==> src/rtl/bus_arbiter.sv <==
// Two-master arbiter for one shared single-port memory: the CPU and the program loader
// take turns, with a fixed number of wait states per access.
module bus_arbiter #(
  parameter int WAIT_CYCLES = 1
) (
  input  logic        clk,
  input  logic        reset,
  input  logic        cpu_req,
  input  logic        cpu_wr,
  input  logic [15:0] cpu_addr,
  input  logic [15:0] cpu_wdata,
  output logic [15:0] cpu_rdata,
  output logic        cpu_ack,
  input  logic        ldr_req,
  input  logic        ldr_wr,
  input  logic [15:0] ldr_addr,
  input  logic [15:0] ldr_wdata,
  output logic [15:0] ldr_rdata,
  output logic        ldr_ack,
  output logic        mem_en,
  output logic        mem_we,
  output logic [15:0] mem_addr,
  output logic [15:0] mem_wdata,
  input  logic [15:0] mem_rdata,
  output logic        busy,
  output logic        owner,
  output logic [1:0]  state_dbg
);

  // Handshake: a requester raises req with its fields stable and holds them until its
  // ack. Fields are sampled only at the grant edge; ack is a one-cycle strobe.

  localparam logic [1:0] S_IDLE   = 2'd0;
  localparam logic [1:0] S_ACCESS = 2'd1;
  localparam logic [1:0] S_ACK    = 2'd2;

  localparam logic [3:0] WAIT_INIT = 4'(WAIT_CYCLES);

  logic [1:0] state;
  logic [3:0] count;
  logic       pick_ldr;

  assign state_dbg = state;

  // On a tie, the loader wins only when the CPU held the previous grant.
  always_comb begin
    pick_ldr = ldr_req && (!cpu_req || !owner);
  end

  always_ff @(posedge clk or negedge reset) begin
    if (!reset) begin
      state     <= S_IDLE;
      count     <= 4'd0;
      mem_en    <= 1'b0;
      mem_we    <= 1'b0;
      mem_addr  <= 16'h0000;
      mem_wdata <= 16'h0000;
      cpu_rdata <= 16'h0000;
      ldr_rdata <= 16'h0000;
      cpu_ack   <= 1'b0;
      ldr_ack   <= 1'b0;
      busy      <= 1'b0;
      owner     <= 1'b1;
    end else begin
      case (state)
        S_IDLE: begin
          if (cpu_req || ldr_req) begin
            owner     <= pick_ldr;
            mem_en    <= 1'b1;
            mem_we    <= pick_ldr ? ldr_wr    : cpu_wr;
            mem_addr  <= pick_ldr ? ldr_addr  : cpu_addr;
            mem_wdata <= pick_ldr ? ldr_wdata : cpu_wdata;
            count     <= WAIT_INIT;
            busy      <= 1'b1;
            state     <= S_ACCESS;
          end
        end
        S_ACCESS: begin
          if (count != 4'd0) begin
            count <= count - 4'd1;
          end else begin
            if (owner) begin
              ldr_rdata <= mem_rdata;
              ldr_ack   <= 1'b1;
            end else begin
              cpu_rdata <= mem_rdata;
              cpu_ack   <= 1'b1;
            end
            mem_en <= 1'b0;
            mem_we <= 1'b0;
            state  <= S_ACK;
          end
        end
        S_ACK: begin
          cpu_ack <= 1'b0;
          ldr_ack <= 1'b0;
          busy    <= 1'b0;
          state   <= S_IDLE;
        end
        default: begin
          mem_en  <= 1'b0;
          mem_we  <= 1'b0;
          cpu_ack <= 1'b0;
          ldr_ack <= 1'b0;
          busy    <= 1'b0;
          state   <= S_IDLE;
        end
      endcase
    end
  end

endmodule
==> config.mk <==
export PLATFORM = sky130hd
export DESIGN_NAME = bus_arbiter
export DESIGN_NICKNAME = d
export VERILOG_FILES = /design/src/rtl/bus_arbiter.sv
export SDC_FILE = /design/constraint.sdc
export NUM_CORES = 1
export LEC_CHECK = 0
export ABC_AREA = 1
export CORE_UTILIZATION = 42
export CTS_CLUSTER_SIZE = 16
export DETAILED_ROUTE_END_ITERATION = 10
export PLACE_DENSITY = 0.8
export RECOVER_POWER = 25
export SETUP_SLACK_MARGIN = 0.02
export SYNTH_ARGS = -nofsm -noshare
export SYNTH_HDL_FRONTEND = slang
export SYNTH_SLANG_ARGS = --single-unit
export TNS_END_PERCENT = 20
==> constraint.sdc <==
create_clock -name clk -period 1.67 [get_ports clk]
set_input_delay 0.501 -clock clk [delete_from_list [all_inputs] [get_ports clk]]
set_output_delay 0.501 -clock clk [all_outputs]
set_load 0.01 [all_outputs]
# Word-level counts from Yosys, hierarchy flattened
# Index checks and enable logic that the tools add are counted.
# op_classes
addsub,1
n_mul,0
n_div,0
order_cmp,0
n_eq_ne,7
n_shift,0
n_mux,21
bitwise,5
n_reduce_logical,17
# ops
operator,n
two-way mux 16 bit,2
AND reduction 3 bit,6
"!= test 2 bit, second input constant",5
two-way mux 1 bit,8
two-way mux 4 bit,2
case mux 4 bit (2 select lines),1
case mux 1 bit (2 select lines),3
case mux 1 bit (3 select lines),2
AND reduction 2 bit,3
inverter 1 bit,5
two-way mux 2 bit,2
case mux 2 bit (2 select lines),1
nonzero test 4 bit,1
"subtractor 4 x 1 -> 4 bit, second input constant",1
"equality test 2 x 1 -> 1 bit, second input constant",1
"equality test 2 bit, second input constant",1
logical NOT 1 bit,2
logical NOT 2 bit,1
logical OR 1 bit,2
nonzero test 2 bit,1
logical AND 1 bit,1
# word_totals
regBits,76
latchBits,0
mem_bits_rw,0
romBits,0
output_inout_bits,72
elab_cells,63
memories,0

# Longest topological paths before layout
# depth
ltp_word,6
mapped_depth,8
ltp_nobuf,7

# Least setup slack after synthesis
# Ideal clock, no wire load.
# synth_path
path_type,register to register
startpoint,reg count[0]
endpoint,reg ldr_rdata[10]
setup_ns,0.117
t_arrival_ns,1.349
path_slack_ns,0.205
path_stages_with_launch,9
cell_sequence,dfrtp_1 inv_1 ha_1 nand2_2 nor2_8 nand3_4 buf_6 nand2_1 nand2_1
# synth_via
elab_chain_cells,3
# synth_lines
item,line_no,rtl
from (decl),40,logic [3:0] count;
from (signal assigned),80,count <= count - 4'd1;
nonzero test 4 bit,79,if (count != 4'd0) begin
inverter 1 bit (no source line),-,
AND reduction 3 bit (no source line),-,
to (signal assigned),83,ldr_rdata <= mem_rdata;
to (decl),18,"output logic [15:0] ldr_rdata,"
# No other way between the ends.
# A chain may end at the register's enable or synchronous reset.

# Final worst setup path
# layout_path
startpoint,reg mem_wdata[3]
endpoint,out mem_wdata[3]
# layout_lines
item,line_no,rtl
from (decl),23,"output logic [15:0] mem_wdata,"
from (signal assigned),72,mem_wdata <= pick_ldr ? ldr_wdata : cpu_wdata;
# No word-level cell between the ends.

==> metrics.yaml <==
sta:
  relSlewSlack: 0.213
  unrepaired_setup_endpoints_after_global_routing: "false"
  max_clock_freq_ghz: 0.653
  finalClockSkew_ns: 0.00677
  setup_viol: 0
  final_period_minus_worst_setup_slack_ns: 1.53
  worst-slew-pin-transition_ns: 1.18
  finalCritPeriodShare: 0.917
  hold_violations_final: 0
  report.final.slew_viol_count: 0
die:
  design.portCount: 158
  floorplan.die.width_um: 94.7
  design.die.area_sq_um: 8970
  die_height_um: 94.7
  coreArea_sq_um: 8260
  floorplan.initialDensity: 0.437
  rows: 33
drt:
  via_per_inst: 4.75
  detail_route.first_pass.iterations: 4
  drt_iter0_markers: 76
  dr_total_vias: 3471
  finalWirelength_um: 9310
  drc_errors: 0
  final_antenna_net_count: 0
  detail_route.wl_per_cell_um: 12.7
worst_setup_path:
  critical_path_at_ns: 1.03
  setup.reg_to_reg.worst_slack_ns: 0.22
  worstReg2RegStart: "owner$_DFFE_PN1P_"
  max_stage_delay_ns: 0.40
  timing.critical_path.fanout_max: 2
  worst_setup_path_end_kind: "output port"
  critical_path.top_delay_family: "flip-flops"
  critical-path-slowest-cell: "dfrtp_1"
  critical_path_buffer_and_inverter_count: 1
  start_kind: "register"
  worstPathRequired_ns: 1.17
  timing_worst_setup_path_type: "register to output port"
  worst-r2r-cell-count: 8
  cells_along_the_critical_path: "dlygate4sd2_1"
  worstReg2RegEnd: "mem_addr[4]$_DFFE_PN0P_"
final_layout:
  num-nets-final: 709
  num_antenna_cells: 0
  final-instance-count-excl-fill: 731
  drive_gt1_frac: 0.0847
  area_delta_synth_final_pct: 50.5
  filler_cell_count: 719
  final-seq-area_sq_um: 1900
  multiInputGateArea_sq_um: 1450
power:
  ir_worst_vdd_mv: 0.699
  p_leak_uw: 0.00291
  total_power_uw: 9170
  p_per_area_nw_per_um2: 1690
synth:
  yosys_register_bits: 76
  yosysSeqAreaShare: 0.527
  synth-async-reset-ratio: 1.00
  post_synth_num_cell_types: 23
  synth_ff_type: "dfrtp_1"
  post_synthesis_instance_area_sq_um: 3610
  net_count_after_synthesis: 545
  synth_enable_flop_cells: 0
  synth.avg_cell_area_sq_um: 7.90
  synth_cells: 457
  ys_warn_count: 0
clock_network:
  clkSinkCount: 76
  clock_tree_root: "clkbuf_8"
  cts_max_path_buffers: 2
  tritoncts_buffers: 9
  ctsHtreeMaxLevel: 3
  tritoncts: "built"
  clkSlewWorstSetupHoldPaths_ns: 0.08
  worst_skew_pair.late_latency_ns: 0.34
outcome:
  run_status: "complete, no violations"
global_routing:
  grt_antenna_before_repair: 0
  first_global_vias: 3376
  grt_pass1_wl_um: 15300
  globalRoute.totalOverflow: 0
  maximum_number_of_pins_on_one_net_before_global_route_repair: 52
  grt_usage: 0.222
place:
  numPortBuffers: 157
  gpl.final_weighted_congestion: 0.797
  detailed_place_hpwl_um: 6830
  number_of_placed_instances_taps_included: 710
job:
  drv_cap: 0
hold_path:
  hold_path_class: "primary input to asynchronous set/reset pin"
==> layer usage <==
layer,part of all wire,track usage,vias up
met2,0.47,0.374,146
met4,0.018,0.0808,0
met3,0.093,0.0717,15
li1,-,-,1729
met5,0,0,-
met1,0.42,0.266,1581
==> flip-flops by register name, indices dropped and copies added, names as in the netlist <==
register,cells
mem_en,1
state_dbg,2
count,4
busy,1
mem_wdata,16
owner,1
mem_we,1
cpu_rdata,16
ldr_ack,1
cpu_ack,1
ldr_rdata,16
mem_addr,16
==> cell usage after synthesis, types with 3 or more instances <==
library cell  number  area share
dfrtp_1           75        0.52
o21ai_1           16       0.022
nand2_1          230        0.24
inv_2              3      0.0031
buf_2             10       0.014
buf_4              7       0.015
nor2_1            20       0.021
nor2_4             4       0.012
nand3_1           36       0.050
nand2_2            7       0.012
inv_1             27       0.028
buf_6              3      0.0094
o21ai_0            3      0.0042
==> how the worst max path moves through the flow <==
| stage | depth (start not counted) | slack, ns | start | endpoint |
|---|---|---|---|---|
| after floorplan | 8 | 0.20 | count[0]$_DFFE_PN0P_ | ldr_rdata[10]$_DFFE_PN0P_ |
| after global placement | 8 | -0.18 | cpu_req | mem_addr[4]$_DFFE_PN0P_ |
| after detailed placement | 8 | -0.19 | cpu_req | mem_addr[4]$_DFFE_PN0P_ |
| after CTS | 1 | 0.02 | owner$_DFFE_PN1P_ | owner |
| after global routing | 1 | 0.08 | mem_wdata[2]$_DFFE_PN0P_ | mem_wdata[2] |
| final | 1 | 0.14 | mem_wdata[3]$_DFFE_PN0P_ | mem_wdata[3] |
==> area by class of cell <==
class | count | area share
Multi-Input combinational cell | 330 | 0.268
Clock buffer | 10 | 0.0253
Inverter | 30 | 0.0207
Sequential cell | 76 | 0.350
Tap cell | 105 | 0.0242
Timing Repair Buffer | 174 | 0.303
Clock inverter | 6 | 0.00921
==> layout by cell type (no fill, tap or decap), types with 3 or more instances in the layout <==
| cell | netlist | routed |
|---|---|---|
| nor2_1 | 20 | 20 |
| inv_1 | 27 | 27 |
| nor2_4 | 4 | 4 |
| dfrtp_1 | 75 | 75 |
| inv_2 | 3 | 3 |
| o21ai_0 | 3 | 3 |
| clkinv_4 | 0 | 4 |
| dlygate4sd2_1 | 0 | 71 |
| nand2_1 | 230 | 230 |
| o21ai_1 | 16 | 16 |
| clkbuf_8 | 0 | 10 |
| nand3_1 | 36 | 36 |
| clkdlybuf4s50_1 | 0 | 84 |
| nand2_2 | 7 | 7 |
| buf_12 | 0 | 4 |
| buf_4 | 7 | 12 |
==> logic make-up after synthesis <==
kind of cell    Yosys count  synth area share
simple gates            306             0.364
xor+xnor                  1           0.00243
compound gates           21            0.0291
fa+ha+maj                 2           0.00693
flops                    76             0.527
buf+inv                  51            0.0700
==> metrics by stage <==
step	cell area [sq um]	TNS, ns	utilization	hold slack (ns)	setup slack, ns
floorplan	3610	0	-	0.205	0.205
global placement	5310	-5.09	0.643	0.406	-0.180
detailed placement	5310	-5.62	0.643	0.407	-0.190
CTS	5430	0	0.657	0.0257	0.0218
global route	5430	0	0.658	0.435	0.0836
finish	5430	0	0.658	0.379	0.138
==> timing repair <==
action                     in CTS  in global routing
hold buffers                    0                  0
gates resized for setup        74                  1
setup endpoints to repair      72                 17
pin swaps                       0                  1
buffers inserted                2                  3
==> power breakdown <==
| part | total (uW) | internal, uW | switching, uW |
|---|---|---|---|
| Combinational | 4590 | 2010 | 2590 |
| Clock | 1290 | 590 | 698 |
| Sequential | 3280 | 2760 | 523 |
| Total | 9170 | 5360 | 3810 |
Power figures use the tool's default switching activity.
==> RTL change 1 (config.mk and constraints unchanged) <==
Put one more register stage on the output `state_dbg`, with the module's reset. The value now appears one clock later. The other outputs are not delayed to match.
--- a/src/rtl/bus_arbiter.sv
+++ b/src/rtl/bus_arbiter.sv
@@ -40,7 +40,13 @@
   logic [3:0] count;
   logic       pick_ldr;
 
-  assign state_dbg = state;
+  always_ff @(posedge clk or negedge reset) begin
+    if (!reset) begin
+      state_dbg <= '0;
+    end else begin
+      state_dbg <= state;
+    end
+  end
 
   // On a tie, the loader wins only when the CPU held the previous grant.
   always_comb begin
Check against the original RTL: not equivalent (a bounded check fails within 4 cycles, from zero or initial values and one cycle with reset low).
==> RTL change 1 against the unedited design <==
  * Hold slack better by 0.072 ns
  * Worst setup slack worse by 0.0093 ns
  * Power rose by 2.6%
  * Routed wire length rose by 1.8%
  * Final area is 1.2% higher
  * Area after synthesis grew 1.7%
  * Non-clock buffer count did not move
  * Sequential cell count rose by 2
  * Fmax fell by 0.61%
==> RTL change 1: results (changes against the unedited design) <==
- Routing usage on met3: 0.0694 (-0.00228)
- Synth Area in Compound Gates: 0.0300 (+0.000877)
- Worst vdd ir: 0.769 mV (+9.9%)
- Avg Cell Area, Syn: 8.00 sq um (+1.3%)
- DR WL/cell: 12.9 microns (+1.5%)
- P_leak: 0.00295 uW (+1.2%)
- Vias: 3486 (+0.43%)
- Outcome: complete, no violations
- 1st-pass router iterations: 5 (+1)
- Area post-placement: 0.00541 sq mm (+1.8%)
- Top Layer Used: met4
- Placed instance count: 717 (+0.99%)
- Hold WC Path Type: reg2reg
- Post-detail-place hpwl: 6970 microns (+2.0%)
- Layout Nets: 711 (+0.28%)
- P_clk: 1440 uW (+12%)
- All-Layer GR Usage: 0.220 (-0.00246)
- Kind of cell adding the most delay to the critical path: flip-flops
- Switch share: 0.405 (-0.0106)
- Met3 WL post-DR: 923 microns (+7.1%)
- Comb pwr: 4580 uW (about the same)
- Worst path max stage delay: 0.40 ns (about the same)
- Met1 WL: 4030 microns (+4.3%)
- Routed Wire Length: 9480 microns (+1.8%)
- Cell area power density: 1710 mW/mm^2 (+1.4%)
- DR iter-0 viols: 131 (+72%)
- Post-Syn Nets: 547 (+0.37%)
- Clock transition at path regs: 0.08 ns (about the same)
- Slew @ Worst Pin: 1.05 ns (-0.134 ns)
- CTS resizes: 73 (-1.4%)
- Vias in the first global route: 3312 (-1.9%)
- Clk_skew: 0.0123 ns (+0.00556 ns)
- First-pass GRT wire length: 15400 microns (+0.22%)
- Post-synth cell types: 24 (+4.3%)
- Adder-cell share of the synthesized area: 0.00682 (-0.000116)
- GPL Wtd Cong: 0.807 (+1.3%)
- Post-synthesis sequential area ratio: 0.532 (+0.00483)
- Synth top area cells: dfrtp_1 52%, nand2_1 23%, nand3_1 4.8%
- Xor/xnor cell area share of the yosys netlist: 0.00239 (-0.0000405)
- Post-CTS Setup Inserts: 0 (-2)
- Largest net degree at the start of global routing: 79 (+52%)
- Most instantiated cells after synthesis: 227 x nand2_1, 77 x dfrtp_1, 35 x nand3_1
- Layout cells sized above 1: 0.0892 (+0.00451)
- Initial antenna violation count: 0 (unchanged)
- WL met2: 4360 microns (-1.2%)
- M1 GR Usage: 0.274 (+0.00782)
- Met2 global-route usage: 0.358 (-0.0158)
- DP Worst Slack: -0.184 ns (+0.00585 ns)
## RTL change 1: cell type report
cell class                 instances  area, sq um
clock inverter                     3         42.5
inverter                          31          118
timing repair buffer             174         1640
fill                             696         2840
tap                              105          131
multi-input combinational        329         1460
sequential                        78         1950
clock buffer                      13          159
## RTL change 1: kinds of logic after synthesis
family          count (synthesis)
buf+inv                        52
fa+ha+maj                       2
xor+xnor                        1
compound gates                 22
simple gates                  304
flops                          78
## RTL change 1: worst paths after layout
| check | slack (ns) | endpoint | cells past startpoint | start |
|---|---|---|---|---|
| worst max-delay path | 0.13 | mem_addr[12] | 1 | mem_addr[12] |
| worst min-delay path | 0.45 | state_dbg[1] | 0 | state[1] |
| worst max register to register | 0.18 | ldr_rdata[5] | 7 | count[0] |
| worst min register to register | 0.45 | state_dbg[1] | 0 | state[1] |
| max in group asynchronous | 0.52 | count[1] | 2 | reset |
| min in group asynchronous | 0.47 | ldr_rdata[1] | 2 | reset |
==> RTL change 2 (same settings) <==
Without the edit above. Make the reset (`reset`) synchronous in one clocked block.
--- a/src/rtl/bus_arbiter.sv
+++ b/src/rtl/bus_arbiter.sv
@@ -47,7 +47,7 @@
     pick_ldr = ldr_req && (!cpu_req || !owner);
   end
 
-  always_ff @(posedge clk or negedge reset) begin
+  always_ff @(posedge clk) begin
     if (!reset) begin
       state     <= S_IDLE;
       count     <= 4'd0;
Function: differs if reset is asserted again (counterexample within 4 cycles, from zero or initial values and one cycle with reset low); with reset held inactive, the same outputs for 10 cycles.
==> RTL change 2 against the unedited design <==
  * Area after synthesis decreased by 16%
  * Sequential share of layout area is 3.8 points lower
  * Core utilization increased by 5.1 points
  * Final cell count shrank 10%
  * Register-to-register slack got worse by 0.03 ns
  * Worst setup slack got worse by 0.0092 ns
  * Die area shrank 16%
  * Synthesized cell count is 13% lower
  * Routed wire length rose by 0.13%
  * Sequential cell count is the same
  * Final area decreased by 10%
Power is not compared: it rests on default switching activity, and its combinational part moved more than twofold at a synthesized area within 25%.
==> RTL change 2: results (changes against the unedited design) <==
- Crit path max fanout: 6 (+4)
- Tcrit/Tclk final: 0.923 (+0.00551)
- Vias in the first global route: 3176 (-5.9%)
- DP Worst Slack: -0.196 ns (-0.00588 ns)
- Avg Cell Area, Syn: 7.66 sq um (-3.0%)
- Hold WC Path Type: reg2reg
- CP Data Arrival Time: 1.80 ns (+0.77 ns)
- Adder-cell share of the synthesized area: 0.00825 (+0.00132)
- Placed instance count: 640 (-9.9%)
- Largest net degree at the start of global routing: 54 (+3.8%)
- Post-synthesis sequential area ratio: 0.501 (-0.0258)
- Outcome: complete, no violations
- Clk_skew: 0.0100 ns (+0.00326 ns)
- DR WL/cell: 14.2 microns (+12%)
- Post-Syn Nets: 484 (-11%)
- Xor/xnor cell area share of the yosys netlist: 0 (-0.00243)
- Most instantiated cells after synthesis: 85 x nand2_1, 76 x dfxtp_1, 71 x nor2_1
- Slew @ Worst Pin: 0.345 ns (-0.836 ns)
- Worst r2r src: count[0]
- 1st-pass router iterations: 5 (+1)
- Layout cells sized above 1: 0.0768 (-0.00788)
- First-pass GRT wire length: 14800 microns (-3.2%)
- Post-synth cell types: 26 (+13%)
- Slowest stage cell, crit path: clkdlybuf4s50_1
- Worst path max stage delay: 0.44 ns (+0.04 ns)
- Routed vias/inst: 4.99 (+5.1%)
- Crit. Startpoint: cpu_req
RTL change 2: what timing repair did:
action                                  in CTS  in global routing
endpoints found under the setup margin      73                  1
resized for setup                           73                  1
buffers inserted                             0                  0
RTL change 2: stage by stage:
stage	cell area, sq um	TNS [ns]	hold WS (ns)
after floorplan	3030	0	0.450
after global placement	4760	-3.33	0.450
after detailed placement	4760	-5.01	0.459
after CTS	4900	0	0.469
after global routing	4870	0	0.488
final	4870	0	0.466
RTL change 2: worst min path at each step:
stage	endpoint	slack, ns	cells after the start
floorplan	count[0]	0.45	2
global placement	mem_en	0.45	2
detailed placement	busy	0.46	2
CTS	busy	0.47	2
global route	mem_en	0.49	2
finish	busy	0.47	2
RTL change 2: layout make-up:
type | count | area (sq um)
clock buffers | 10 | 138
clock inverters | 6 | 86.3
repair buffers | 172 | 1640
well taps | 96 | 120
flip-flops and latches | 76 | 1520
multi-input cells | 282 | 1320
fillers | 586 | 2000
inverters | 14 | 52.6
RTL change 2: logic make-up after synthesis:
logic type      after synthesis
simple gates                169
compound gates              111
flops                        76
buf+inv                      38
fa+ha+maj                     2
RTL change 2: power by group:
group	leakage, uW	total, uW	internal (uW)	switching, uW
sequential	0.000625	2300	2140	162
clock	0.000113	1570	883	688
combinational	0.00158	1800	819	984
RTL change 2: routing by layer:
layer,up-vias,share of wire,track usage
met1,1508,0.41,0.292
met3,24,0.050,0.0550
met4,0,0.029,0.121
li1,1634,-,-
met2,108,0.51,0.440
met5,-,0,0
RTL change 2: worst min-delay path, cell delays in order (launching register included):
cell     delay [ns]
dfxtp_1        0.31
nand2_1        0.06
a21oi_1        0.05
